### src/rtl/ibex_multdiv_issue_if.sv
// ibex_multdiv_issue_if: decode request, multdiv unit drive/return and writeback signals
// bundled between the issue stage and its environment.
interface ibex_multdiv_issue_if #(
    parameter int CNT_W = 16
);
    logic             req_valid_i;
    logic             req_ready_o;
    logic [1:0]       req_operator_i;
    logic [1:0]       req_signed_mode_i;
    logic [31:0]      req_op_a_i;
    logic [31:0]      req_op_b_i;
    logic [4:0]       req_rd_i;
    logic             flush_i;
    logic             md_mult_en_o;
    logic             md_div_en_o;
    logic [1:0]       md_operator_o;
    logic [1:0]       md_signed_mode_o;
    logic [31:0]      md_op_a_o;
    logic [31:0]      md_op_b_o;
    logic             md_equal_to_zero_o;
    logic [31:0]      md_result_i;
    logic             md_valid_i;
    logic             rsp_valid_o;
    logic             rsp_ready_i;
    logic [31:0]      rsp_result_o;
    logic [4:0]       rsp_rd_o;
    logic             busy_o;
    logic [CNT_W-1:0] cycles_o;

    modport slave (
        input  req_valid_i, req_operator_i, req_signed_mode_i, req_op_a_i, req_op_b_i,
               req_rd_i, flush_i, md_result_i, md_valid_i, rsp_ready_i,
        output req_ready_o, md_mult_en_o, md_div_en_o, md_operator_o, md_signed_mode_o,
               md_op_a_o, md_op_b_o, md_equal_to_zero_o, rsp_valid_o, rsp_result_o,
               rsp_rd_o, busy_o, cycles_o
    );

    modport master (
        output req_valid_i, req_operator_i, req_signed_mode_i, req_op_a_i, req_op_b_i,
               req_rd_i, flush_i, md_result_i, md_valid_i, rsp_ready_i,
        input  req_ready_o, md_mult_en_o, md_div_en_o, md_operator_o, md_signed_mode_o,
               md_op_a_o, md_op_b_o, md_equal_to_zero_o, rsp_valid_o, rsp_result_o,
               rsp_rd_o, busy_o, cycles_o
    );
endinterface

### src/rtl/ibex_multdiv_issue.sv
// ibex_multdiv_issue: holds one mult/div operation stable for the multdiv unit, returns its
// result over a writeback handshake and records how many cycles the unit took.
module ibex_multdiv_issue #(
    parameter int CNT_W = 16
) (
    input logic                 clk_i,
    input logic                 rst_ni,
    ibex_multdiv_issue_if.slave bus
);
    localparam logic [1:0] IDLE  = 2'd0;
    localparam logic [1:0] BUSY  = 2'd1;
    localparam logic [1:0] DRAIN = 2'd2;
    localparam logic [1:0] RESP  = 2'd3;

    logic [1:0]       state_q, state_d;
    logic [1:0]       operator_q, operator_d;
    logic [1:0]       signed_mode_q, signed_mode_d;
    logic [31:0]      op_a_q, op_a_d;
    logic [31:0]      op_b_q, op_b_d;
    logic [4:0]       rd_q, rd_d;
    logic             eq_zero_q, eq_zero_d;
    logic [31:0]      result_q, result_d;
    logic [CNT_W-1:0] cnt_q, cnt_d;
    logic             md_active;

    always_comb begin
        state_d       = state_q;
        operator_d    = operator_q;
        signed_mode_d = signed_mode_q;
        op_a_d        = op_a_q;
        op_b_d        = op_b_q;
        rd_d          = rd_q;
        eq_zero_d     = eq_zero_q;
        result_d      = result_q;
        cnt_d         = cnt_q;
        unique case (state_q)
            IDLE: begin
                if (bus.req_valid_i && !bus.flush_i) begin
                    operator_d    = bus.req_operator_i;
                    signed_mode_d = bus.req_signed_mode_i;
                    op_a_d        = bus.req_op_a_i;
                    op_b_d        = bus.req_op_b_i;
                    rd_d          = bus.req_rd_i;
                    eq_zero_d     = bus.req_op_b_i == '0;
                    cnt_d         = '0;
                    state_d       = BUSY;
                end
            end
            BUSY: begin
                cnt_d = (&cnt_q) ? cnt_q : cnt_q + 1'b1;
                if (bus.md_valid_i && !bus.flush_i) begin
                    result_d = bus.md_result_i;
                    state_d  = RESP;
                end else if (bus.md_valid_i) begin
                    state_d = IDLE;
                end else if (bus.flush_i) begin
                    state_d = DRAIN;
                end
            end
            // Keep the unit enabled until it reports done so its own FSM unwinds cleanly.
            DRAIN:   state_d = bus.md_valid_i ? IDLE : DRAIN;
            default: state_d = (bus.flush_i || bus.rsp_ready_i) ? IDLE : RESP;
        endcase
    end

    always_ff @(posedge clk_i or negedge rst_ni) begin
        if (!rst_ni) begin
            state_q       <= IDLE;
            operator_q    <= '0;
            signed_mode_q <= '0;
            op_a_q        <= '0;
            op_b_q        <= '0;
            rd_q          <= '0;
            eq_zero_q     <= 1'b0;
            result_q      <= '0;
            cnt_q         <= '0;
        end else begin
            state_q       <= state_d;
            operator_q    <= operator_d;
            signed_mode_q <= signed_mode_d;
            op_a_q        <= op_a_d;
            op_b_q        <= op_b_d;
            rd_q          <= rd_d;
            eq_zero_q     <= eq_zero_d;
            result_q      <= result_d;
            cnt_q         <= cnt_d;
        end
    end

    assign md_active              = state_q == BUSY || state_q == DRAIN;
    assign bus.req_ready_o        = state_q == IDLE;
    assign bus.md_mult_en_o       = md_active && !operator_q[1];
    assign bus.md_div_en_o        = md_active && operator_q[1];
    assign bus.md_operator_o      = operator_q;
    assign bus.md_signed_mode_o   = signed_mode_q;
    assign bus.md_op_a_o          = op_a_q;
    assign bus.md_op_b_o          = op_b_q;
    assign bus.md_equal_to_zero_o = eq_zero_q;
    assign bus.rsp_valid_o        = state_q == RESP;
    assign bus.rsp_result_o       = result_q;
    assign bus.rsp_rd_o           = rd_q;
    assign bus.busy_o             = state_q != IDLE;
    assign bus.cycles_o           = cnt_q;
endmodule

### src/flat_wrapper.sv
// flat-port wrapper written by rule: the top's interface ports become plain ports
module ibex_multdiv_issue_flat 
#(
    parameter int CNT_W = 16
)
  (clk_i, rst_ni, bus_req_valid_i, bus_req_operator_i, bus_req_signed_mode_i, bus_req_op_a_i, bus_req_op_b_i, bus_req_rd_i, bus_flush_i, bus_md_result_i, bus_md_valid_i, bus_rsp_ready_i, bus_req_ready_o, bus_md_mult_en_o, bus_md_div_en_o, bus_md_operator_o, bus_md_signed_mode_o, bus_md_op_a_o, bus_md_op_b_o, bus_md_equal_to_zero_o, bus_rsp_valid_o, bus_rsp_result_o, bus_rsp_rd_o, bus_busy_o, bus_cycles_o);
  ibex_multdiv_issue_if #(.CNT_W(CNT_W)) bus_i ();
  input logic clk_i;
  input logic rst_ni;
  input wire logic [$bits(bus_i.req_valid_i)-1:0] bus_req_valid_i;
  input wire logic [$bits(bus_i.req_operator_i)-1:0] bus_req_operator_i;
  input wire logic [$bits(bus_i.req_signed_mode_i)-1:0] bus_req_signed_mode_i;
  input wire logic [$bits(bus_i.req_op_a_i)-1:0] bus_req_op_a_i;
  input wire logic [$bits(bus_i.req_op_b_i)-1:0] bus_req_op_b_i;
  input wire logic [$bits(bus_i.req_rd_i)-1:0] bus_req_rd_i;
  input wire logic [$bits(bus_i.flush_i)-1:0] bus_flush_i;
  input wire logic [$bits(bus_i.md_result_i)-1:0] bus_md_result_i;
  input wire logic [$bits(bus_i.md_valid_i)-1:0] bus_md_valid_i;
  input wire logic [$bits(bus_i.rsp_ready_i)-1:0] bus_rsp_ready_i;
  output wire logic [$bits(bus_i.req_ready_o)-1:0] bus_req_ready_o;
  output wire logic [$bits(bus_i.md_mult_en_o)-1:0] bus_md_mult_en_o;
  output wire logic [$bits(bus_i.md_div_en_o)-1:0] bus_md_div_en_o;
  output wire logic [$bits(bus_i.md_operator_o)-1:0] bus_md_operator_o;
  output wire logic [$bits(bus_i.md_signed_mode_o)-1:0] bus_md_signed_mode_o;
  output wire logic [$bits(bus_i.md_op_a_o)-1:0] bus_md_op_a_o;
  output wire logic [$bits(bus_i.md_op_b_o)-1:0] bus_md_op_b_o;
  output wire logic [$bits(bus_i.md_equal_to_zero_o)-1:0] bus_md_equal_to_zero_o;
  output wire logic [$bits(bus_i.rsp_valid_o)-1:0] bus_rsp_valid_o;
  output wire logic [$bits(bus_i.rsp_result_o)-1:0] bus_rsp_result_o;
  output wire logic [$bits(bus_i.rsp_rd_o)-1:0] bus_rsp_rd_o;
  output wire logic [$bits(bus_i.busy_o)-1:0] bus_busy_o;
  output wire logic [$bits(bus_i.cycles_o)-1:0] bus_cycles_o;
  assign bus_i.req_valid_i = bus_req_valid_i;
  assign bus_i.req_operator_i = bus_req_operator_i;
  assign bus_i.req_signed_mode_i = bus_req_signed_mode_i;
  assign bus_i.req_op_a_i = bus_req_op_a_i;
  assign bus_i.req_op_b_i = bus_req_op_b_i;
  assign bus_i.req_rd_i = bus_req_rd_i;
  assign bus_i.flush_i = bus_flush_i;
  assign bus_i.md_result_i = bus_md_result_i;
  assign bus_i.md_valid_i = bus_md_valid_i;
  assign bus_i.rsp_ready_i = bus_rsp_ready_i;
  assign bus_req_ready_o = bus_i.req_ready_o;
  assign bus_md_mult_en_o = bus_i.md_mult_en_o;
  assign bus_md_div_en_o = bus_i.md_div_en_o;
  assign bus_md_operator_o = bus_i.md_operator_o;
  assign bus_md_signed_mode_o = bus_i.md_signed_mode_o;
  assign bus_md_op_a_o = bus_i.md_op_a_o;
  assign bus_md_op_b_o = bus_i.md_op_b_o;
  assign bus_md_equal_to_zero_o = bus_i.md_equal_to_zero_o;
  assign bus_rsp_valid_o = bus_i.rsp_valid_o;
  assign bus_rsp_result_o = bus_i.rsp_result_o;
  assign bus_rsp_rd_o = bus_i.rsp_rd_o;
  assign bus_busy_o = bus_i.busy_o;
  assign bus_cycles_o = bus_i.cycles_o;
  ibex_multdiv_issue #(.CNT_W(CNT_W)) u_core (.clk_i(clk_i), .rst_ni(rst_ni), .bus(bus_i));
endmodule
### config.mk
export PLATFORM = sky130hd
export DESIGN_NAME = ibex_multdiv_issue_flat
export DESIGN_NICKNAME = d
export VERILOG_FILES = /design/src/rtl/ibex_multdiv_issue_if.sv /design/src/rtl/ibex_multdiv_issue.sv /design/src/flat_wrapper.sv
export SDC_FILE = /design/constraint.sdc
export NUM_CORES = 1
export LEC_CHECK = 0
export BUFFER_PORTS_ARGS = -buffer_cell sky130_fd_sc_hd__buf_2
export CORE_ASPECT_RATIO = 1.2
export CORE_MARGIN = 1.5
export CORE_UTILIZATION = 47
export DETAILED_ROUTE_END_ITERATION = 10
export HOLD_SLACK_MARGIN = 0.1
export PLACE_DENSITY = 0.77
export SLEW_MARGIN = 20
export SYNTH_ARGS = -nofsm -noshare
export SYNTH_HDL_FRONTEND = slang
export SYNTH_SLANG_ARGS = --single-unit
### constraint.sdc
create_clock -name clk_i -period 2.59 [get_ports clk_i]
set_input_delay 0.3885 -clock clk_i [delete_from_list [all_inputs] [get_ports clk_i]]
set_output_delay 0.3885 -clock clk_i [all_outputs]
set_load 0.03 [all_outputs]
# Yosys cells after proc, flatten, opt, wreduce, memory -nomap -nowiden
# Index checks and enable logic that the tools add are counted.
# totals
ram_bits	0
inputBits	111
n_memories	0
out_inout_bits	127
wordCells	43
latchBits	0
rom_bits	0
register_bits	124
# classes
n_eq_ne	6
div	0
bitwise	0
n_shift	0
magnitude_cmp	0
n_mul	0
addsub	1
n_reduce_logical	17
n_mux	10
# op_table
cell	n
$logic_not 32->1	1
$mux 16	2
$pmux 16 s2	1
$add 16x1->16 const B	1
$reduce_and 16->1	1
$mux 2	6
$pmux 2 s3	1
$reduce_and 2->1	3
$eq 2x2->1 const B	2
$logic_and 1x1->1	4
$ne 4x3->1 const B	1
$reduce_bool 2->1	2
$reduce_and 3->1	1
$eq 2x1->1 const B	1
$logic_not 1->1	2
$logic_not 2->1	1
$logic_or 1x1->1	2
$ne 2x1->1 const B	1
$ne 2x2->1 const B	1

# Longest topological paths before layout
# logic_depth
depth_word	4
mapped_depth	9

# Worst setup path after synthesis
# Ideal clock, no wire load.
# synth_path
kind	register -> register
startpoint	register u_core.state_q[0]
endpoint	register u_core.cnt_q[10], in the netlist u_core.bus.cycles_o[10]
slack_ns	0.430
path_stages_with_launch	9
setup_ns	0.069
period_less_slack_ns	2.160
arrival_ns	2.091
path_cell_list	dfrtp_1 -> inv_1 -> ha_1 -> nand3b_4 -> a21boi_4 -> a41o_1 -> buf_2 -> or4b_1 -> nand3_1
# synth_between
elab_chain_len	3
# synth_lines
item	line_no	rtl
start, declared	ibex_multdiv_issue.sv:15	logic [1:0] state_q, state_d;
start signal, assigned	ibex_multdiv_issue.sv:78	state_q <= state_d;
$logic_not 2->1 (*)	-	
net bus_req_ready_o	flat_wrapper.sv:20	output wire logic [$bits(bus_i.req_ready_o)-1:0] bus_req_ready_o;
$ne 2x1->1 (no source line) / $reduce_bool 2->1 (equally long branches)	-	
$reduce_and 3->1 (no source line)	-	
end signal, assigned	ibex_multdiv_issue.sv:86	cnt_q <= cnt_d;
end, declared	ibex_multdiv_issue.sv:23	logic [CNT_W-1:0] cnt_q, cnt_d;
# Mark *: on every way through the listed nets, which the timed path passes. The rest lies on a longest branch.
# A chain may end at the register's enable or synchronous reset.

# Worst setup path in the final report
# layout_path
startpoint	register u_core.state_q[0]
endpoint	register u_core.cnt_q[13], in the netlist u_core.bus.cycles_o[13]
# layout_between
elab_chain_len	3
# layout_lines
item	line_no	rtl
$eq 2x1->1 / $logic_not 2->1 (equally long branches)	ibex_multdiv_issue.sv:36	unique case (state_q)
$ne 2x2->1 (no source line) (tied with other cells)	-	
$reduce_and 3->1 (no source line)	-	
# Several ways; a longest one is shown, not always the timed one.

==> out/results.ini <==
[synth]
ys_warn_count = 0
ys_seq_elements = 124
synth_nets = 485
ys.flop_type = dfrtp_1
syn_avg_cell_area_um2 = 14.0
synth.area.top_cells = dfrtp_1, mux2_2, nand2_1, nand3_1, ha_1
yosys.area.top_type = dfrtp_1
synth.top_cell.area_share_pct = 60.3
synth_area_mm2 = 0.00515
synthArstFlopShare_pct = 100
ys_seq_area_share_pct = 60.3
synthCells = 369
synth_edf_count = 0
synth_cell_types = 41

[critical_path]
critPathTopFamily = simple AND/OR/NAND/NOR gates
worst-path-max-fanout = 12
end_kind = register
slowest_stage = or4b_1
cp.required_ns = 2.92
arrival_ns = 2.44
cp_num_buf_inv = 1
crit_chain = inv_1 -> ha_1 -> nand3b_4 -> a21boi_4 -> a41o_1 -> or4b_1 -> nand3_1
start_kind = register
slowest_delay_ns = 0.54
crit_type = register to register

[final_layout]
drive_above_1_share_pct = 61.8
final_cell_mix = buf_2, dfrtp_1, mux2_2, nand2_1, clkbuf_16
final_common_cell = buf_2
fin_nets = 734
n_antenna_cell = 0
instances_no_fill = 760
syn_to_final_growth_pct = 39.2
fin_util_pct = 67.8

[grt]
grt_max_degree = 76
antenna_found_initial = 0
grt_pass1_vias = 4248
gr-total-overflow = 0
grt_pass1_wl_um = 20000
grt_usage_pct = 21.5

[place]
gp_congestion = 0.855
port-buffer-count = 237
place_inst = 727
dpl.hpwl_um = 8900

[power_and_ir_drop]
p_total_mw = 10.4
leakagePower_nw = 3.60
ir_drop_mv = 0.763
p_per_area_mw_per_mm2 = 1450

[clocking]
clockRootBuffer = clkbuf_16
ctsHtreeMaxLevel = 4
cts_num_sinks = 124
clkTransAtPathRegs_ns = 0.06
tritoncts = yes
cts_buffers = 17
clock_path_buffers = 2
postCtsSetupBuffers = 0
cts-resized-gates = 0
cts_hold_buf = 1
clk-insertion-delay-late_ns = 0.40

[drt]
dr.pass1.iters = 4
ant_nets = 0
drt_iter0_drc = 96
wl_met1_um = 4670
vias_per_cell = 5.27
routed.top_layer = met4
via_count = 4003
wl_um = 12200
drc = 0
dr_wl_met2_um = 6310
routedWlPerCell_um = 16.1
wl_met3_um = 865

[flow_run]
cap_viol_max_count = 0

[floorplanning]
core_mm2 = 0.0106
die_area_mm2 = 0.0116
start_util_pct = 48.7
ioPinCount = 238
die_h_um = 118
die_x_um = 98.5
rows = 41

[sta]
post-route-period-util_pct = 81.4
tightest_slew_ns = 0.728
slew_headroom_pct = 51.4
fin_skew_ns = 0.00705
grt_setup_unrepaired = no
hold_violations = 0
tns_ns = 0
setup_viol = 0
slew_viol_final = 0
fin_crit_ns = 2.11
clock.fmax_mhz = 475

[outcome]
status = finished, final reports clean

[hold_path]
min_path_type = primary input to register

## state kept, by name, indices dropped and copies added (netlist names)
name,flops
u_core.bus.md_equal_to_zero_o,1
u_core.bus.md_signed_mode_o,2
u_core.bus.md_op_a_o,32
u_core.state_q,2
u_core.bus.md_operator_o,2
u_core.bus.cycles_o,16
u_core.bus.rsp_rd_o,5
u_core.bus.md_op_b_o,32
u_core.bus.rsp_result_o,32
## cell families after synthesis
| logic type | Yosys count | synth area share [%] |
|---|---|---|
| buffers and inverters | 23 | 1.90 |
| multiplexers | 109 | 23.8 |
| AND/OR/NAND/NOR | 78 | 8.46 |
| flip-flops | 124 | 60.3 |
| AO/OA/AOI/OAI | 30 | 4.35 |
| adder cells (fa/ha/maj) | 5 | 1.22 |
## path summary, 6_finish.rpt
| path | start | to | slack, ns | cells after the start |
|---|---|---|---|---|
| max | u_core.state_q[0] | u_core.bus.cycles_o[13] | 0.48 | 7 |
| min | bus_req_op_a_i[25] | u_core.bus.md_op_a_o[25] | 0.21 | 2 |
| max reg2reg | u_core.state_q[0] | u_core.bus.cycles_o[13] | 0.48 | 7 |
| min reg2reg | u_core.bus.md_equal_to_zero_o | u_core.bus.md_equal_to_zero_o | 0.48 | 2 |
| max in group asynchronous | rst_ni | u_core.bus.md_op_b_o[6] | 1.27 | 3 |
| min in group asynchronous | rst_ni | u_core.bus.cycles_o[2] | 0.57 | 2 |
## worst register-to-register path, delay by kind of cell (launching register included)
family	cells	cell delay, ns
and+or+nand+nor	3	0.76
AOI/OAI and AO/OA	2	0.51
DFF	1	0.40
adders and majority gates	1	0.28
buffers and inverters	1	0.10
## layer usage
layer / global-route usage (%) / up-vias
li1: - / 1838
met1: 24.6 / 1950
met2: 36.9 / 184
met3: 6.35 / 31
met4: 9.24 / 0
met5: 0 / -
## stage by stage
stage | hold slack, ns | setup WS, ns | instance area (µm²)
6_report | 0.212 | 0.483 | 7170
3_5_place_dp | 0.465 | 0.495 | 6520
5_1_grt | 0.200 | 0.369 | 7170
2_1_floorplan | 0.0929 | 0.430 | 5150
4_1_cts | 0.196 | 0.482 | 7170
3_3_place_gp | 0.459 | 0.577 | 6520
## cell type report
class                           count  area (µm²)
Clock buffer                       19         453
Inverter                            6        22.5
Clock inverter                     13         190
Multi-Input combinational cell    222        1950
Sequential cell                   124        3100
Tap cell                          129         161
Timing Repair Buffer              247        1290
Fill cell                         815        3400
## where the power goes
part / switching [mW] / internal (mW)
Sequential: 0.457 / 2.83
Combinational: 2.99 / 1.60
Clock: 0.868 / 1.67
Total: 4.31 / 6.10
## synth_stat cells (3+ instances only)
cell,count
mux2_2,107
nand3_1,14
nand2b_1,3
nor3_1,3
buf_2,9
nor2_1,8
a21oi_1,4
a22o_1,7
nand2_1,20
or4b_1,3
clkbuf_1,8
dfrtp_1,124
inv_1,4
nand4_1,5
a31oi_1,3
nor4_1,8
ha_1,5
o21ai_0,6
(Power assumes the default switching activity.)
